==> src/rtl/gshare_spec_predictor.sv <==
// gshare direction predictor with speculative global history and repair.
// Optional GSHARE_STATS_EN adds lookup and mispredict counters.
module gshare_spec_predictor #(
   parameter int IDX_WIDTH = 8,
   parameter int BHR_WIDTH = 8,
   parameter int PC_LSB    = 2,
   parameter int CTR_WIDTH = 2
) (
   input  logic                 clk,
   input  logic                 rst,
   input  logic                 pred_req,
   input  logic [31:0]          pred_pc,
   output logic                 pred_taken,
   output logic [BHR_WIDTH-1:0] pred_hist,
   input  logic                 upd_valid,
   input  logic [31:0]          upd_pc,
   input  logic [BHR_WIDTH-1:0] upd_hist,
   input  logic                 upd_taken,
   input  logic                 upd_mispredict
`ifdef GSHARE_STATS_EN
   ,
   output logic [31:0]          stat_lookups,
   output logic [31:0]          stat_mispred
`endif
);

   localparam int DEPTH = 2 ** IDX_WIDTH;
   localparam logic [CTR_WIDTH-1:0] CTR_INIT =
      CTR_WIDTH'((1 << (CTR_WIDTH - 1)) - 1);
   localparam logic [CTR_WIDTH-1:0] CTR_MAX = '1;

   if (BHR_WIDTH < 1 || BHR_WIDTH > IDX_WIDTH) begin : g_bad_bhr
      $error("BHR_WIDTH must be in 1..IDX_WIDTH");
   end

   logic [CTR_WIDTH-1:0] pht [DEPTH];
   logic [BHR_WIDTH-1:0] bhr;
   logic [BHR_WIDTH-1:0] bhr_next;
   logic [IDX_WIDTH-1:0] pred_idx;
   logic [IDX_WIDTH-1:0] upd_idx;
   logic [CTR_WIDTH-1:0] ctr_old;
   logic [CTR_WIDTH-1:0] ctr_next;
   logic                 repair;

   logic unused_pc_bits;
   assign unused_pc_bits = &{1'b0, pred_pc, upd_pc};

   function automatic logic [IDX_WIDTH-1:0] gidx(
      input logic [31:0]          pc,
      input logic [BHR_WIDTH-1:0] h
   );
      return pc[PC_LSB +: IDX_WIDTH] ^ IDX_WIDTH'(h);
   endfunction

   assign pred_idx   = gidx(pred_pc, bhr);
   assign upd_idx    = gidx(upd_pc, upd_hist);
   assign pred_taken = pht[pred_idx][CTR_WIDTH-1];
   assign pred_hist  = bhr;
   assign repair     = upd_valid & upd_mispredict;
   assign ctr_old    = pht[upd_idx];

   always_comb begin
      ctr_next = ctr_old;
      if (upd_taken) begin
         if (ctr_old != CTR_MAX) ctr_next = ctr_old + 1'b1;
      end else begin
         if (ctr_old != '0) ctr_next = ctr_old - 1'b1;
      end
   end

   // Repair beats the shift: that prediction came from a squashed path.
   always_comb begin
      bhr_next = bhr;
      if (repair) begin
         bhr_next = BHR_WIDTH'({upd_hist, upd_taken});
      end else if (pred_req) begin
         bhr_next = BHR_WIDTH'({bhr, pred_taken});
      end
   end

   always_ff @(posedge clk or negedge rst) begin
      if (!rst) begin
         bhr <= '0;
      end else begin
         bhr <= bhr_next;
      end
   end

   always_ff @(posedge clk or negedge rst) begin
      if (!rst) begin
         for (int i = 0; i < DEPTH; i++) pht[i] <= CTR_INIT;
      end else if (upd_valid) begin
         pht[upd_idx] <= ctr_next;
      end
   end

`ifdef GSHARE_STATS_EN
   always_ff @(posedge clk or negedge rst) begin
      if (!rst) begin
         stat_lookups <= '0;
         stat_mispred <= '0;
      end else begin
         if (pred_req) stat_lookups <= stat_lookups + 32'd1;
         if (repair)   stat_mispred <= stat_mispred + 32'd1;
      end
   end
`endif

endmodule

==> config.mk <==
export PLATFORM = sky130hd
export DESIGN_NAME = gshare_spec_predictor
export DESIGN_NICKNAME = d
export VERILOG_FILES = /design/src/rtl/gshare_spec_predictor.sv
export SDC_FILE = /design/constraint.sdc
export NUM_CORES = 1
export LEC_CHECK = 0
export CAP_MARGIN = 20
export CORE_ASPECT_RATIO = 1.5
export CORE_MARGIN = 8
export CORE_UTILIZATION = 35
export DETAILED_ROUTE_END_ITERATION = 7
export PLACE_DENSITY = 0.57
export SYNTH_ARGS = -nofsm -noshare
export SYNTH_HDL_FRONTEND = slang
export SYNTH_SLANG_ARGS = --single-unit
export TNS_END_PERCENT = 5
==> constraint.sdc <==
create_clock -name clk -period 5.53 [get_ports clk]
set_input_delay 1.106 -clock clk [delete_from_list [all_inputs] [get_ports clk]]
set_output_delay 1.106 -clock clk [all_outputs]
set_load 0.005 [all_outputs]
==> flow_metrics.env, run 1 <==
export IMPL_synth_top_area_share=0.237
export IMPL_post_route_period_util=0.972
export IMPL_cts_sinks=520
export IMPL_drive_gt1_frac=0.314
export IMPL_avgRoutedWirePerCell_um=27.7
export IMPL_powerDensity_nw_per_um2=343
export IMPL_yosysTopAreaCell="dfstp_2"
export IMPL_cts_htree_levels=2
export IMPL_rrSetupSlack_ps=2260
export IMPL_vias=23600
export IMPL_crit_required_ps=4420
export IMPL_path_clk_slew_ps=60
export IMPL_first_pass_iters=8
export IMPL_syn_inst=2558
export IMPL_ys_seq_elements=520
export IMPL_dpl_instance_area_um2=31400
export IMPL_ir_worst_vdd_mv=0.221
export IMPL_synth_edf_count=0
export IMPL_track_usage=0.215
export IMPL_critical_path_startpoint="pred_pc[2]"
export IMPL_worstPathArrival_ps=4270
export IMPL_hold_viol=0
export IMPL_dr_first_iter_drc_count=2434
export IMPL_antenna_found_initial=0
export IMPL_async_flop_share=1.00
export IMPL_die_area_um2=90700
export IMPL_drv_cap=0
export IMPL_p_leak_nw=11.8
export IMPL_r2r_start="pred_hist[0]"
export IMPL_grt_pass1_wl_um=151000
export IMPL_ctsLongestPathBuffers=3
export IMPL_final_core_util=0.412
export IMPL_synth_cell_types=29
export IMPL_hpwlAfterDp_um=63800
export IMPL_core_area_um2=80700
export IMPL_finalInstanceArea_um2=33200
export IMPL_hold_ws_ps=466
export IMPL_syn_nets=2636
export IMPL_hp_class="flip-flop to flip-flop"
export IMPL_fin_crit_ps=5380
export IMPL_ys_flop_type="dfrtp_1"
export IMPL_cts_tree="done"
export IMPL_seq_area_frac_synth=0.470
export IMPL_rsz0062_at_grt="no"
export IMPL_grt_ovfl_total=0
export IMPL_fmax_ghz=0.186
export IMPL_fillerInstances=7598
export IMPL_final_nets=2604
export IMPL_fin_skew_ps=17.2
export IMPL_cts_root_buffer="clkbuf_16"
export IMPL_first_global_vias=24000
export IMPL_yosysMostFrequentCell="nand2_1"
export IMPL_synth_avg_cell_area_um2=11.1
export IMPL_io_buffers=38
export IMPL_final_setup_viol_count=0
export IMPL_critPathKind="primary input to primary output"
export IMPL_crit_end="pred_taken"
export IMPL_postRouteAntennaNets=0
export IMPL_ios=87
export IMPL_fp_dieW_um=249
export IMPL_clkLatencyLatePin_ps=620
export IMPL_reg2reg_to="pred_hist[0]"
export IMPL_worstMarginPinSlew_ps=994
export IMPL_worstSetupEndpointType="primary output"
export IMPL_grt_max_degree=112
export IMPL_syn_to_final_growth_pct=17.1
export IMPL_path_max_fanout=8
export IMPL_synth_area_um2=28400
export IMPL_rr_worst_depth=11
export IMPL_routed_wl_um=99900
export IMPL_antenna_cells=0
export IMPL_relSlewSlack=0.336
export IMPL_outcome="finished clean"
export IMPL_cts_buffers_inserted=51
export IMPL_synth_area_leaders="dfstp_2 (24%), dfrtp_1 (23%), mux4_2 (17%)"
export IMPL_die_h_um=365
export IMPL_synth_commonest_cells="nand2_1 (425), a41oi_1 (288), dfrtp_1 (264)"
export IMPL_start_util=0.352
export IMPL_viasPerCell=6.56
export IMPL_drc=0
export IMPL_fp_row_count=128
export IMPL_routabilityCongestion=0.871
export IMPL_ys_warnings_count=0
export IMPL_start_kind="primary input"
export IMPL_drv_slew=0
## repair_timing
| item | 4_1_cts | 5_1_grt |
|---|---|---|
| setup endpoints to repair | 1 | 1 |
| gates resized for setup | 5 | 3 |
| pin swaps | 0 | 1 |
| hold buffers | 0 | 0 |
| gates cloned | 1 | 1 |
| buffers inserted | 1 | 1 |
## layout by cell type, fill, tap and decap left out, types with 5 or more instances in the layout
master | Yosys | layout
o41ai_1 | 138 | 138
buf_4 | 6 | 142
nor2_1 | 53 | 17
a21oi_1 | 261 | 260
buf_12 | 0 | 67
xnor2_1 | 12 | 11
nor2_4 | 0 | 20
a41oi_1 | 288 | 288
nor4_1 | 5 | 5
o31ai_1 | 120 | 120
dfstp_2 | 256 | 256
clkdlybuf4s50_1 | 0 | 35
a22oi_1 | 8 | 8
nor2_2 | 0 | 16
clkbuf_1 | 220 | 16
clkbuf_8 | 0 | 12
mux2i_1 | 7 | 7
o21ai_0 | 146 | 146
xor2_1 | 14 | 9
nand2_1 | 425 | 425
clkbuf_16 | 0 | 54
dfrtp_1 | 264 | 264
mux4_2 | 208 | 208
xor2_4 | 0 | 5
## sequential cells by signal, summed over array words and instances (netlist names)
name and count:
pred_hist 8, pht 512
## cells by family (layout without fill, tap and decap cells)
kind of cell | count (synthesis) | after routing | share of synthesized area
flip-flops | 520 | 520 | 0.470
multiplexers | 215 | 215 | 0.167
XOR/XNOR | 26 | 26 | 0.00802
AO/OA/AOI/OAI | 966 | 966 | 0.238
AND/OR/NAND/NOR | 493 | 493 | 0.0664
buffers and inverters | 338 | 346 | 0.0500
## report_power, final
group | switching (mW) | total, mW | internal [mW]
clock | 1.56 | 3.67 | 2.11
combinational | 1.63 | 2.95 | 1.32
sequential | 0.357 | 4.78 | 4.43
total | 3.55 | 11.4 | 7.86
## cell type report
cell class / count / area [µm²] / share of cell area
multi-input combinational: 1700 / 14000 / 0.421
sequential: 520 / 13300 / 0.401
timing repair buffer: 253 / 2890 / 0.0870
clock buffer: 81 / 1550 / 0.0467
tap: 1040 / 1300 / 0.0392
clock inverter: 12 / 175 / 0.00527
## metal layers
| metal | vias up | GRT usage | part of all wire |
|---|---|---|---|
| met4 | 0 | 0.126 | 0.064 |
| met1 | 12200 | 0.253 | 0.37 |
| li1 | 10100 | - | - |
| met5 | - | 0 | 0 |
| met3 | 311 | 0.0403 | 0.068 |
| met2 | 1082 | 0.366 | 0.50 |
## critical path: stages
cell             delay (ps)
dlygate4sd2_1           290
xor2_4                  250
buf_4                   200
buf_12                  150
mux4_2                  500
mux4_2                  500
a22oi_1                 200
buf_4                   160
nand2_1                  70
a21oi_1                 180
a21oi_1                 150
clkdlybuf4s50_1         500
## through the flow
stage / std cells / total power [mW] / setup WS [ps] / setup TNS [ps]
6_report: 3606 / 11.4 / 153 / 0
5_1_grt: 3606 / 11.9 / 20.8 / 0
4_1_cts: 3604 / 11.4 / 44.0 / 0
3_5_place_dp: 3509 / 7.71 / -213 / -350
3_3_place_gp: 3509 / 7.60 / -278 / -278
2_1_floorplan: 2558 / 6.51 / 836 / 0
## worst min-delay path by stage
stage	startpoint	end	slack, ps	cells past startpoint
after floorplan	pht[96]	pht[96]	450	2
after global placement	pht[510]	pht[510]	450	2
after detailed placement	pht[136]	pht[136]	460	2
after CTS	pht[136]	pht[136]	470	2
after global routing	pht[414]	pht[414]	480	2
final	pht[496]	pht[496]	470	2
Power figures use the tool's default switching activity.
==> run 2, diff against run 1 <==
CTS_BUF_LIST = sky130_fd_sc_hd__clkbuf_2 sky130_fd_sc_hd__clkbuf_4 sky130_fd_sc_hd__clkbuf_8   (was not set)
==> flow_metrics.env, run 2 (synthesis gave the netlist of run 1 again) <==
export IMPL_fillerInstances=7609
export IMPL_fin_crit_ps=5400
export IMPL_cts_htree_levels=3
export IMPL_critPathMaxStageDelay_ps=530
export IMPL_cts_tree="done"
export IMPL_worstPathArrival_ps=4290
export IMPL_start_kind="primary input"
export IMPL_critPathKind="primary input to primary output"
export IMPL_p_leak_nw=11.9
export IMPL_hpwlAfterDp_um=63800
export IMPL_final_common_cell="nand2_1"
export IMPL_drv_slew=0
export IMPL_path_clk_slew_ps=60
export IMPL_slowest_stage="mux4_2"
export IMPL_routabilityCongestion=0.871
export IMPL_rsz0062_at_grt="no"
export IMPL_hold_viol=0
export IMPL_syn_to_final_growth_pct=17.3
export IMPL_post_route_period_util=0.976
export IMPL_clkLatencyLatePin_ps=690
export IMPL_rrSetupSlack_ps=2240
export IMPL_cp_common_cell="a21oi_1"
export IMPL_die_area_um2=90700
export IMPL_dr_first_iter_drc_count=2555
export IMPL_viasPerCell=6.51
export IMPL_path_max_fanout=8
export IMPL_core_area_um2=80700
export IMPL_final_cell_mix="nand2_1 (425), a41oi_1 (288), dfrtp_1 (264)"
export IMPL_final_nets=2634
export IMPL_grt_pass1_wl_um=152000
export IMPL_worstSetupEndpointType="primary output"
export IMPL_ir_worst_vdd_mv=0.193
export IMPL_top_register="pht"
export IMPL_start_util=0.352
export IMPL_fp_dieW_um=249
export IMPL_relSlewSlack=0.337
export IMPL_antenna_found_initial=1
export IMPL_critical_path_top_delay_family="buffers and inverters"
export IMPL_setup_slack_ps=131
export IMPL_fp_row_count=128
export IMPL_hold_ws_ps=466
export IMPL_ctsLongestPathBuffers=3
export IMPL_grt_max_degree=112
export IMPL_cts_sinks=520
export IMPL_drc=0
export IMPL_track_usage=0.216
export IMPL_die_h_um=365
export IMPL_io_buffers=38
export IMPL_hp_class="flip-flop to flip-flop"
export IMPL_drv_cap=0
export IMPL_fmax_ghz=0.185
export IMPL_path_cells="dlygate4sd2_1, xor2_4, buf_4, buf_6, mux4_2, mux4_2, a22oi_1, a21oi_1, a21oi_1, a21oi_1, clkdlybuf4s50_1"
export IMPL_avgRoutedWirePerCell_um=27.5
export IMPL_worst_path_buf_inv=4
export IMPL_first_pass_iters=6
export IMPL_outcome="finished clean"
export IMPL_crit_required_ps=4420
export IMPL_cts_root_buffer="clkbuf_8"
export IMPL_worstMarginPinSlew_ps=992
export IMPL_routed_wl_um=101000
export IMPL_fin_skew_ps=30.5
export IMPL_powerDensity_nw_per_um2=340
export IMPL_final_setup_viol_count=0
export IMPL_drive_gt1_frac=0.334
export IMPL_vias=23800
export IMPL_dp_slack_ps=-213
export IMPL_ios=87
export IMPL_largest_reg_flops=512
export IMPL_total_power_mw=11.3
export IMPL_first_global_vias=24300
export IMPL_grt_ovfl_total=0
export IMPL_postRouteAntennaNets=0
export IMPL_cts_buffers_inserted=81
[run 2: final timing paths]
kind / from / to / cells after the start
worst max-delay path: pred_pc[2] / pred_taken / 11
worst min-delay path: pht[496] / pht[496] / 2
worst max register to register: pht[32] / pht[8] / 10
worst min register to register: pht[496] / pht[496] / 2
max in group asynchronous: rst / pht[461] / 2
min in group asynchronous: rst / pht[247] / 1
[run 2: layout make-up]
cell class	count	area, µm²	share of cell area
antenna	1	2.50	0.0000752
clock buffer	131	1660	0.0498
clock inverter	15	130	0.00391
multi-input combinational	1700	14000	0.420
sequential	520	13300	0.400
tap	1040	1300	0.0391
timing repair buffer	253	2890	0.0868
[run 2: per-stage QoR]
stage	setup TNS, ps	utilization	instance area (µm²)	std cells
floorplan	0	-	28400	2558
global placement	-278	0.389	31400	3509
detailed placement	-350	0.389	31400	3509
CTS	0	0.412	33200	3657
global route	0	0.413	33300	3660
finish	0	0.413	33300	3660
[run 2: power breakdown]
group          internal [mW]  switching, mW  total [mW]  leakage [nW]
Clock                   1.99           1.60        3.59         0.954
Sequential              4.43          0.357        4.78          6.23
Combinational           1.32           1.64        2.96          4.74
Total                   7.74           3.60        11.3          11.9
[run 2: worst reg2reg max path, delay by kind of cell, from the launching register on]
family	cells	cell delay [ps]
muxes	1	470
and+or+nand+nor	3	870
AOI/OAI and AO/OA	3	850
DFF	1	380
buffers and inverters	3	590
[run 2: per-layer routing]
metal	up-vias	routed length (µm)	track usage
met2	1195	49300	0.366
met1	12200	37100	0.254
met5	-	0	0
met4	0	6780	0.138
met3	325	7300	0.0389
li1	10200	-	-
[run 2: what timing repair did]
item,4_1_cts,5_1_grt
setup buffers,1,1
cloned,1,1
resized for setup,5,3
pin swaps,0,1
endpoints found under the setup margin,1,1
hold buffers,0,0
